### src/rtl/mask_encoder32_pkg.sv
// rtl/mask_encoder32_pkg.sv - shared state encoding and default widths for mask_encoder32
package mask_encoder32_pkg;

    localparam int N_DEF = 32;
    localparam int W_DEF = 5;

    typedef enum logic [1:0] {
        ST_IDLE = 2'd0,
        ST_EMIT = 2'd1,
        ST_DONE = 2'd2
    } state_t;

endpackage

### src/rtl/mask_encoder32_prio_enc32.sv
// rtl/mask_encoder32_prio_enc32.sv - combinational N-to-W priority encoder with any-set flag
module prio_enc32
    import mask_encoder32_pkg::*;
#(
    parameter int N          = N_DEF,
    parameter int W          = W_DEF,
    parameter int HIGH_FIRST = 0
) (
    input  logic [N-1:0] i_mask,
    output logic [W-1:0] o_sel,
    output logic         o_any
);

    // Scan so that the winning bit is the last one assigned.
    always_comb begin
        o_sel = '0;
        o_any = |i_mask;
        if (HIGH_FIRST != 0) begin
            for (int i = 0; i < N; i++) begin
                if (i_mask[i]) o_sel = W'(i);
            end
        end else begin
            for (int i = N - 1; i >= 0; i--) begin
                if (i_mask[i]) o_sel = W'(i);
            end
        end
    end

endmodule

### src/rtl/mask_encoder32.sv
// rtl/mask_encoder32.sv - emits the index of every set bit of a captured mask, one per handshake
module mask_encoder32
    import mask_encoder32_pkg::*;
#(
    parameter int N          = N_DEF,
    parameter int W          = W_DEF,
    parameter int HIGH_FIRST = 0
) (
    input  logic         i_clk,
    input  logic         i_rst,
    input  logic         i_load,
    input  logic [N-1:0] i_req,
    input  logic         i_abort,
    input  logic         i_ready,
    output logic [W-1:0] o_idx,
    output logic         o_valid,
    output logic         o_busy,
    output logic         o_done,
    output logic         o_empty,
    output logic [W:0]   o_count
);

    state_t       r_state;
    logic [N-1:0] r_pending;
    logic [W-1:0] r_idx;
    logic         r_valid;
    logic         r_done;
    logic         r_empty;
    logic [W:0]   r_count;

    state_t       w_state_nxt;
    logic [N-1:0] w_pending_nxt;
    logic [W-1:0] w_idx_nxt;
    logic         w_valid_nxt;
    logic         w_done_nxt;
    logic         w_empty_nxt;
    logic [W:0]   w_count_nxt;

    logic [N-1:0] w_enc_in;
    logic [W-1:0] w_sel;
    logic         w_any;
    logic [N-1:0] w_sel_bit;

    // One encoder serves both the capture (req) and the drain (pending).
    assign w_enc_in  = (r_state == ST_IDLE) ? i_req : r_pending;
    assign w_sel_bit = N'(1) << w_sel;

    prio_enc32 #(
        .N          (N),
        .W          (W),
        .HIGH_FIRST (HIGH_FIRST)
    ) u_prio_enc (
        .i_mask (w_enc_in),
        .o_sel  (w_sel),
        .o_any  (w_any)
    );

    always_comb begin
        w_state_nxt   = r_state;
        w_pending_nxt = r_pending;
        w_idx_nxt     = r_idx;
        w_valid_nxt   = r_valid;
        w_done_nxt    = 1'b0;
        w_empty_nxt   = 1'b0;
        w_count_nxt   = r_count;
        case (r_state)
            ST_IDLE: begin
                if (i_load) begin
                    w_count_nxt = '0;
                    if (w_any) begin
                        w_idx_nxt     = w_sel;
                        w_valid_nxt   = 1'b1;
                        w_pending_nxt = i_req & ~w_sel_bit;
                        w_state_nxt   = ST_EMIT;
                    end else begin
                        w_done_nxt  = 1'b1;
                        w_empty_nxt = 1'b1;
                        w_state_nxt = ST_DONE;
                    end
                end
            end
            ST_EMIT: begin
                if (i_abort) begin
                    w_pending_nxt = '0;
                    w_valid_nxt   = 1'b0;
                    w_state_nxt   = ST_IDLE;
                end else if (r_valid && i_ready) begin
                    w_count_nxt = r_count + (W+1)'(1);
                    if (w_any) begin
                        w_idx_nxt     = w_sel;
                        w_pending_nxt = r_pending & ~w_sel_bit;
                    end else begin
                        w_valid_nxt = 1'b0;
                        w_done_nxt  = 1'b1;
                        w_state_nxt = ST_DONE;
                    end
                end
            end
            ST_DONE: begin
                w_pending_nxt = '0;
                w_valid_nxt   = 1'b0;
                w_state_nxt   = ST_IDLE;
            end
            default: begin
                w_pending_nxt = '0;
                w_valid_nxt   = 1'b0;
                w_state_nxt   = ST_IDLE;
            end
        endcase
    end

    always_ff @(posedge i_clk or posedge i_rst) begin
        if (i_rst) begin
            r_state   <= ST_IDLE;
            r_pending <= '0;
            r_idx     <= '0;
            r_valid   <= 1'b0;
            r_done    <= 1'b0;
            r_empty   <= 1'b0;
            r_count   <= '0;
        end else begin
            r_state   <= w_state_nxt;
            r_pending <= w_pending_nxt;
            r_idx     <= w_idx_nxt;
            r_valid   <= w_valid_nxt;
            r_done    <= w_done_nxt;
            r_empty   <= w_empty_nxt;
            r_count   <= w_count_nxt;
        end
    end

    assign o_idx   = r_idx;
    assign o_valid = r_valid;
    assign o_busy  = (r_state != ST_IDLE);
    assign o_done  = r_done;
    assign o_empty = r_empty;
    assign o_count = r_count;

endmodule

### config.mk
export PLATFORM = sky130hd
export DESIGN_NAME = mask_encoder32
export DESIGN_NICKNAME = d
export VERILOG_FILES = /design/src/rtl/mask_encoder32_pkg.sv /design/src/rtl/mask_encoder32_prio_enc32.sv /design/src/rtl/mask_encoder32.sv
export SDC_FILE = /design/constraint.sdc
export NUM_CORES = 1
export LEC_CHECK = 0
export CORE_ASPECT_RATIO = 1.75
export CORE_MARGIN = 2
export CORE_UTILIZATION = 36
export CTS_CLUSTER_DIAMETER = 200
export DETAILED_ROUTE_END_ITERATION = 8
export GPL_TIMING_DRIVEN = 0
export PLACE_DENSITY = 0.55
export SLEW_MARGIN = 25
export SYNTH_ARGS = -nofsm -noshare
export SYNTH_HDL_FRONTEND = slang
export SYNTH_SLANG_ARGS = --single-unit
### constraint.sdc
create_clock -name i_clk -period 2.9 [get_ports i_clk]
set_input_delay 0.725 -clock i_clk [delete_from_list [all_inputs] [get_ports i_clk]]
set_output_delay 0.725 -clock i_clk [all_outputs]
set_load 0.01 [all_outputs]
* After elaboration in Yosys (flattened, before gate mapping)
Cells that the tools add are included.
** Cells by class
- Add/subtract/negate cells :: 1
- Multiply operators :: 0
- Div/mod/pow operators :: 0
- Magnitude comparators :: 0
- Eq/ne operators :: 8
- Shifts and indexed selects :: 1
- Muxes and demuxes :: 66
- Bitwise operators :: 3
- Reduce and logical (&&, ||, !) cells :: 9
** Operators with widths (count)
- two-way mux 32 bit :: 6
- two-way mux 5 bit :: 36
- bitwise AND 32 bit :: 2
- case mux 32 bit (2 select lines) :: 1
- inverter 32 bit :: 1
- OR reduction 32 bit :: 1
- left shift 1 x 5 -> 32 bit (first input constant) :: 1
- two-way mux 6 bit :: 3
- case mux 6 bit (2 select lines) :: 1
- AND reduction 4 bit :: 3
- two-way mux 1 bit :: 10
- two-way mux 2 bit :: 5
- case mux 5 bit (2 select lines) :: 1
- adder 6 x 1 -> 6 bit (second input constant) :: 1
- inequality test 2 bit (second input constant) :: 3
- inequality test 3 bit (second input constant) :: 2
- case mux 1 bit (2 select lines) :: 2
- case mux 2 bit (2 select lines) :: 1
- nonzero test 2 bit :: 2
- inequality test 3 x 2 -> 1 bit (second input constant) :: 1
- AND reduction 3 bit :: 1
- == test 2 x 1 -> 1 bit (second input constant) :: 1
- zero test 2 bit :: 1
- inequality test 2 x 1 -> 1 bit (second input constant) :: 1
- logical AND 1 bit :: 1
** Word-level totals
- Bits in registers :: 48
- Latch bits :: 0
- Bits in writable memories :: 0
- Bits in read-only memories :: 0
- Input bits :: 37
- Output and inout port bits :: 15
- Word-level logic and storage cells :: 95
- Memories :: 0

* Longest topological paths before layout
- Depth in word-level cells :: 41
- Mapped depth :: 12
- Gate-level depth less buffers :: 8

* By module
Synthesis repeated with hierarchy kept, for this count alone.
** Unflattened totals
- Cells, all modules :: 440
- Area total of the unflattened synthesis :: 3483.3 um^2
** Modules (own cells, without submodules)
- mask_encoder32 :: times used 1, cells an instance 375, area each 3098.0 um^2
- prio_enc32 :: times used 1, cells an instance 65, area each 385.4 um^2

* Least setup slack after synthesis
Ideal clock, no wire load.
- Path kind :: in2reg
- Start point :: in i_req[11]
- End point :: reg r_pending[13]
- Setup time :: 148 ps
- Arrival time :: 2731 ps
- Required time :: 2752 ps
- Path slack :: 21 ps
- Stages on the path :: 9
- Path buffers :: 2
- Path through :: or4_1 o31a_1 nor4_2 nand4_2 and2_1 clkbuf_1 buf_2 a22oi_1 a31oi_1
** Between the ends
- Cells in the longest elaborated chain, start to end :: 20
- Elaborated cells between the ends (all ways) :: 27
- Those cells by class :: eq/ne: 2; shift: 1; mux: 19; bitwise: 3; reduce/logical: 2
** RTL lines
- from (decl) :: RTL line mask_encoder32.sv:12 : input logic [N-1:0] i_req,
- two-way mux 32 bit (*) :: RTL line mask_encoder32.sv:45 : assign w_enc_in = (r_state == ST_IDLE) ? i_req : r_pending;
- two-way mux 5 bit (12 in series) :: RTL line mask_encoder32_prio_enc32.sv:24 : if (i_mask[i]) o_sel = W'(i);
- left shift 1 x 5 -> 32 bit :: RTL line mask_encoder32.sv:46 : assign w_sel_bit = N'(1) << w_sel;
- inverter 32 bit :: RTL line mask_encoder32.sv:73, mask_encoder32.sv:91
- bitwise AND 32 bit :: RTL line mask_encoder32.sv:91 : w_pending_nxt = r_pending & ~w_sel_bit;
- two-way mux 32 bit :: RTL line mask_encoder32.sv:89 : if (w_any) begin
- two-way mux 32 bit :: RTL line mask_encoder32.sv:87 : end else if (r_valid && i_ready) begin
- two-way mux 32 bit :: RTL line mask_encoder32.sv:83 : if (i_abort) begin
- case mux 32 bit (2 select lines) :: RTL line mask_encoder32.sv:66 : case (r_state)
- to (signal assigned) :: RTL line mask_encoder32.sv:123 : r_pending <= w_pending_nxt;
- to (decl) :: RTL line mask_encoder32.sv:24 : logic [N-1:0] r_pending;
Every way passes the cells marked *; elsewhere a longest branch is shown, timed or not. The select of a mux whose other input is x is not followed.
A chain may end at the register's enable or synchronous reset.

* Final worst setup path
- Start point :: in i_req[6]
- End point :: reg r_pending[9]
** Between the ends
- Cells in the longest elaborated chain, start to end :: 15
- Elaborated cells between the ends (all ways) :: 22
- Those cells by class :: eq/ne: 2; shift: 1; mux: 14; bitwise: 3; reduce/logical: 2
** RTL lines (RTL line)
- two-way mux 32 bit (*) :: mask_encoder32.sv:45
- two-way mux 5 bit (7 in series) :: mask_encoder32_prio_enc32.sv:24
- left shift 1 x 5 -> 32 bit :: mask_encoder32.sv:46
- inverter 32 bit :: mask_encoder32.sv:73, mask_encoder32.sv:91
- bitwise AND 32 bit :: mask_encoder32.sv:91
- two-way mux 32 bit :: mask_encoder32.sv:89
- two-way mux 32 bit :: mask_encoder32.sv:87
- two-way mux 32 bit :: mask_encoder32.sv:83
- case mux 32 bit (2 select lines) :: mask_encoder32.sv:66
Marks and branches as above.

==> reports/metrics.cfg <==
[status]
outcome = complete, no violations

[cts]
clk_latency_ns = 0.30
cts_tree = done
htreeDepth = 2
clk_pin_slew_ns = 0.07
root_buffer = clkbuf_16
clkSinkCount = 48
cts_buffer_depth = 2
cts_made_buffers = 5
hold_buffers = 0

[floorplanning]
dieArea_sq_um = 9100
die_h_um = 125
core.rowCount = 44
fp.coreArea_sq_um = 8200
ios = 52
die-width_um = 73.0
initial_utilization_pct = 36.5

[final_layout]
n_antenna_cell = 0
num-fill-cells = 713
seqCellArea_sq_um = 1200
fin_cells = 513
area_growth_pct = 56.3
design_area_sq_um = 4680
final_nets = 458
multi_input_area_sq_um = 2140
drive_gt1_share_pct = 33.7

[power]
netSwitchingPower_uw = 1030
p_int_uw = 1620
clockPowerShare_pct = 22.5
power.leakage_uw = 0.00187
power_frac_seq_pct = 32.4
power_density_nw_per_um2 = 568
power.share.switching_pct = 38.8
power_uw = 2660
vdd.ir_drop.worst_uv = 352
power_frac_comb_pct = 45.1

[synthesis]
avgSynthCellArea_sq_um = 9.16
synthCells = 327
async_reset_ff_share_pct = 100
synth_cell_types = 57
synth_edf_count = 0
ys_ff_latch = 48
yosysMostFrequentCell = dfrtp_1
syn_nets = 365
synth.top_cell.area_share_pct = 40.1
netlist.top_cell.by_area = dfrtp_1
ys_warn_count = 0
synth_common_cells = 48 x dfrtp_1, 34 x a21oi_1, 34 x a22oi_1
yosys-top-cells-area = dfrtp_1 40%, a22oi_1 8.5%, a21oi_1 5.7%
netlist_area_sq_um = 3000
yosysSeqAreaShare_pct = 40.1
ys.flop_type = dfrtp_1

[sta]
fmax_mhz = 346
setup_viol = 0
clock_skew_ns = 0.00587
finalCriticalPeriod_ns = 2.89
maxSlewHeadroom_pct = 58.2
worst_pin_slew_ns = 0.627
rsz0062_at_grt = yes
finalHoldViolations = 0
slew_viol_final = 0
setup_tns_ns = 0
fin_crit_sh_pct = 99.5

[grt]
grt_max_degree = 49
antenna_found_initial = 0
gr-total-overflow = 0
grt_first_pass_wirelength_um = 18500
track_usage_pct = 27.1
grt_pass1_vias = 3374

[detailed_routing]
drtIter0Drc = 296
route.detailed.drc = 0
wl_per_cell_um = 24.0
drt-pass1-iter-count = 5
wirelength_um = 12300
vias_per_cell = 6.67
postRouteAntennaNets = 0
vias = 3424

[place]
portBuffers = 51
hpwlAfterDp_um = 8070
routabilityCongestion = 0.924
place_inst = 470
place_area_sq_um = 3630

[critical_path]
r2r_setup_slack_ns = 0.04
crit_path_max_fanout = 8
cp.required_ns = 3.12
cp-end-kind = flop
cp_data_arrival_time_ns = 3.10
cp-start-kind = input port
worstSetupStartpoint = i_req[6]
crit_type = input port to flop
timing.rr.start = r_state[1]$_DFFE_PP0P_

[worst_hold_path]
hp-start = o_idx[3]$_DFFE_PP0P_
min_path_type = flop to flop

[job]
cap_violations = 0

[flip-flops by register name, summed over array words and instances, names as in the netlist]
register / count
r_pending: 32
o_valid: 1
o_count: 6
o_idx: 5
o_empty: 1
r_state: 2
o_done: 1
[power by group through the flow]
stage	Clock (uW)	Sequential [uW]	Combinational, uW
floorplan	0	846	493
global placement	0	854	828
detailed placement	0	857	827
CTS	605	851	1100
global route	623	871	1260
finish	597	861	1200
[metal layers]
| metal | share of wire (%) | GRT usage (%) | up-vias |
|---|---|---|---|
| met1 | 36 | 31.6 | 1709 |
| met5 | 0 | 0 | - |
| met2 | 52 | 44.2 | 200 |
| li1 | - | - | 1466 |
| met4 | 5.9 | 16.9 | 0 |
| met3 | 6.4 | 5.26 | 49 |
[kinds of logic (layout without fill, tap and decap cells)]
kind of cell,count (synthesis),after routing,synth area share (%)
compound gates,139,139,31.4
buf+inv,29,123,4.39
xor+xnor,3,3,0.877
fa+ha+maj,1,1,0.418
flops,48,48,40.1
mux,2,2,0.710
simple gates,105,105,22.1
[critical path: stages]
cell and delay [ns]:
clkdlybuf4s50_1 0.48, or4_1 0.45, o31ai_2 0.11, and4bb_4 0.36, a41oi_4 0.15, o22ai_4 0.29, buf_12 0.16, nor3_4 0.04
buf_12 0.15, a31oi_2 0.18
[area by class of cell]
| cell class | count | area share, % |
|---|---|---|
| Multi-Input combinational cell | 250 | 45.8 |
| Sequential cell | 48 | 25.7 |
| Timing Repair Buffer | 87 | 18.8 |
| Buffer | 17 | 3.23 |
| Clock buffer | 8 | 3.13 |
| Tap cell | 92 | 2.46 |
| Inverter | 11 | 0.935 |
[cells in the final DEF, fill, tap and decap left out, types with 12 or more instances in the layout]
cell type        instances
nor2b_1                 12
dfrtp_1                 47
a22oi_1                 27
buf_6                   13
a21oi_1                 25
clkdlybuf4s50_1         32
nor2_1                  26
a31oi_1                 20
buf_4                   30
[path summary, 6_finish.rpt]
kind,end,cells after the start
min in group asynchronous,o_count[5]$_DFFE_PP0P_,2
worst min-delay path,o_idx[3]$_DFFE_PP0P_,1
max in group asynchronous,r_state[1]$_DFFE_PP0P_,2
worst min register to register,o_idx[3]$_DFFE_PP0P_,1
worst max register to register,r_pending[5]$_DFFE_PP0P_,11
worst max-delay path,r_pending[9]$_DFFE_PP0P_,10
[through the flow]
stage	hold WS (ns)	setup WS, ns	util, %
after floorplan	0.501	0.0210	-
after global placement	0.499	-0.966	44.1
after detailed placement	0.503	-1.00	44.2
after CTS	0.519	0.00121	53.2
after global routing	0.524	-0.0803	57.1
final	0.512	0.0139	57.1
[repair_timing]
item,in CTS,in global routing
pin swaps,22,13
endpoints found under the setup margin,40,37
gates cloned,1,1
buffers inserted,25,10
gates resized for setup,90,59
(Power assumes the default switching activity.)
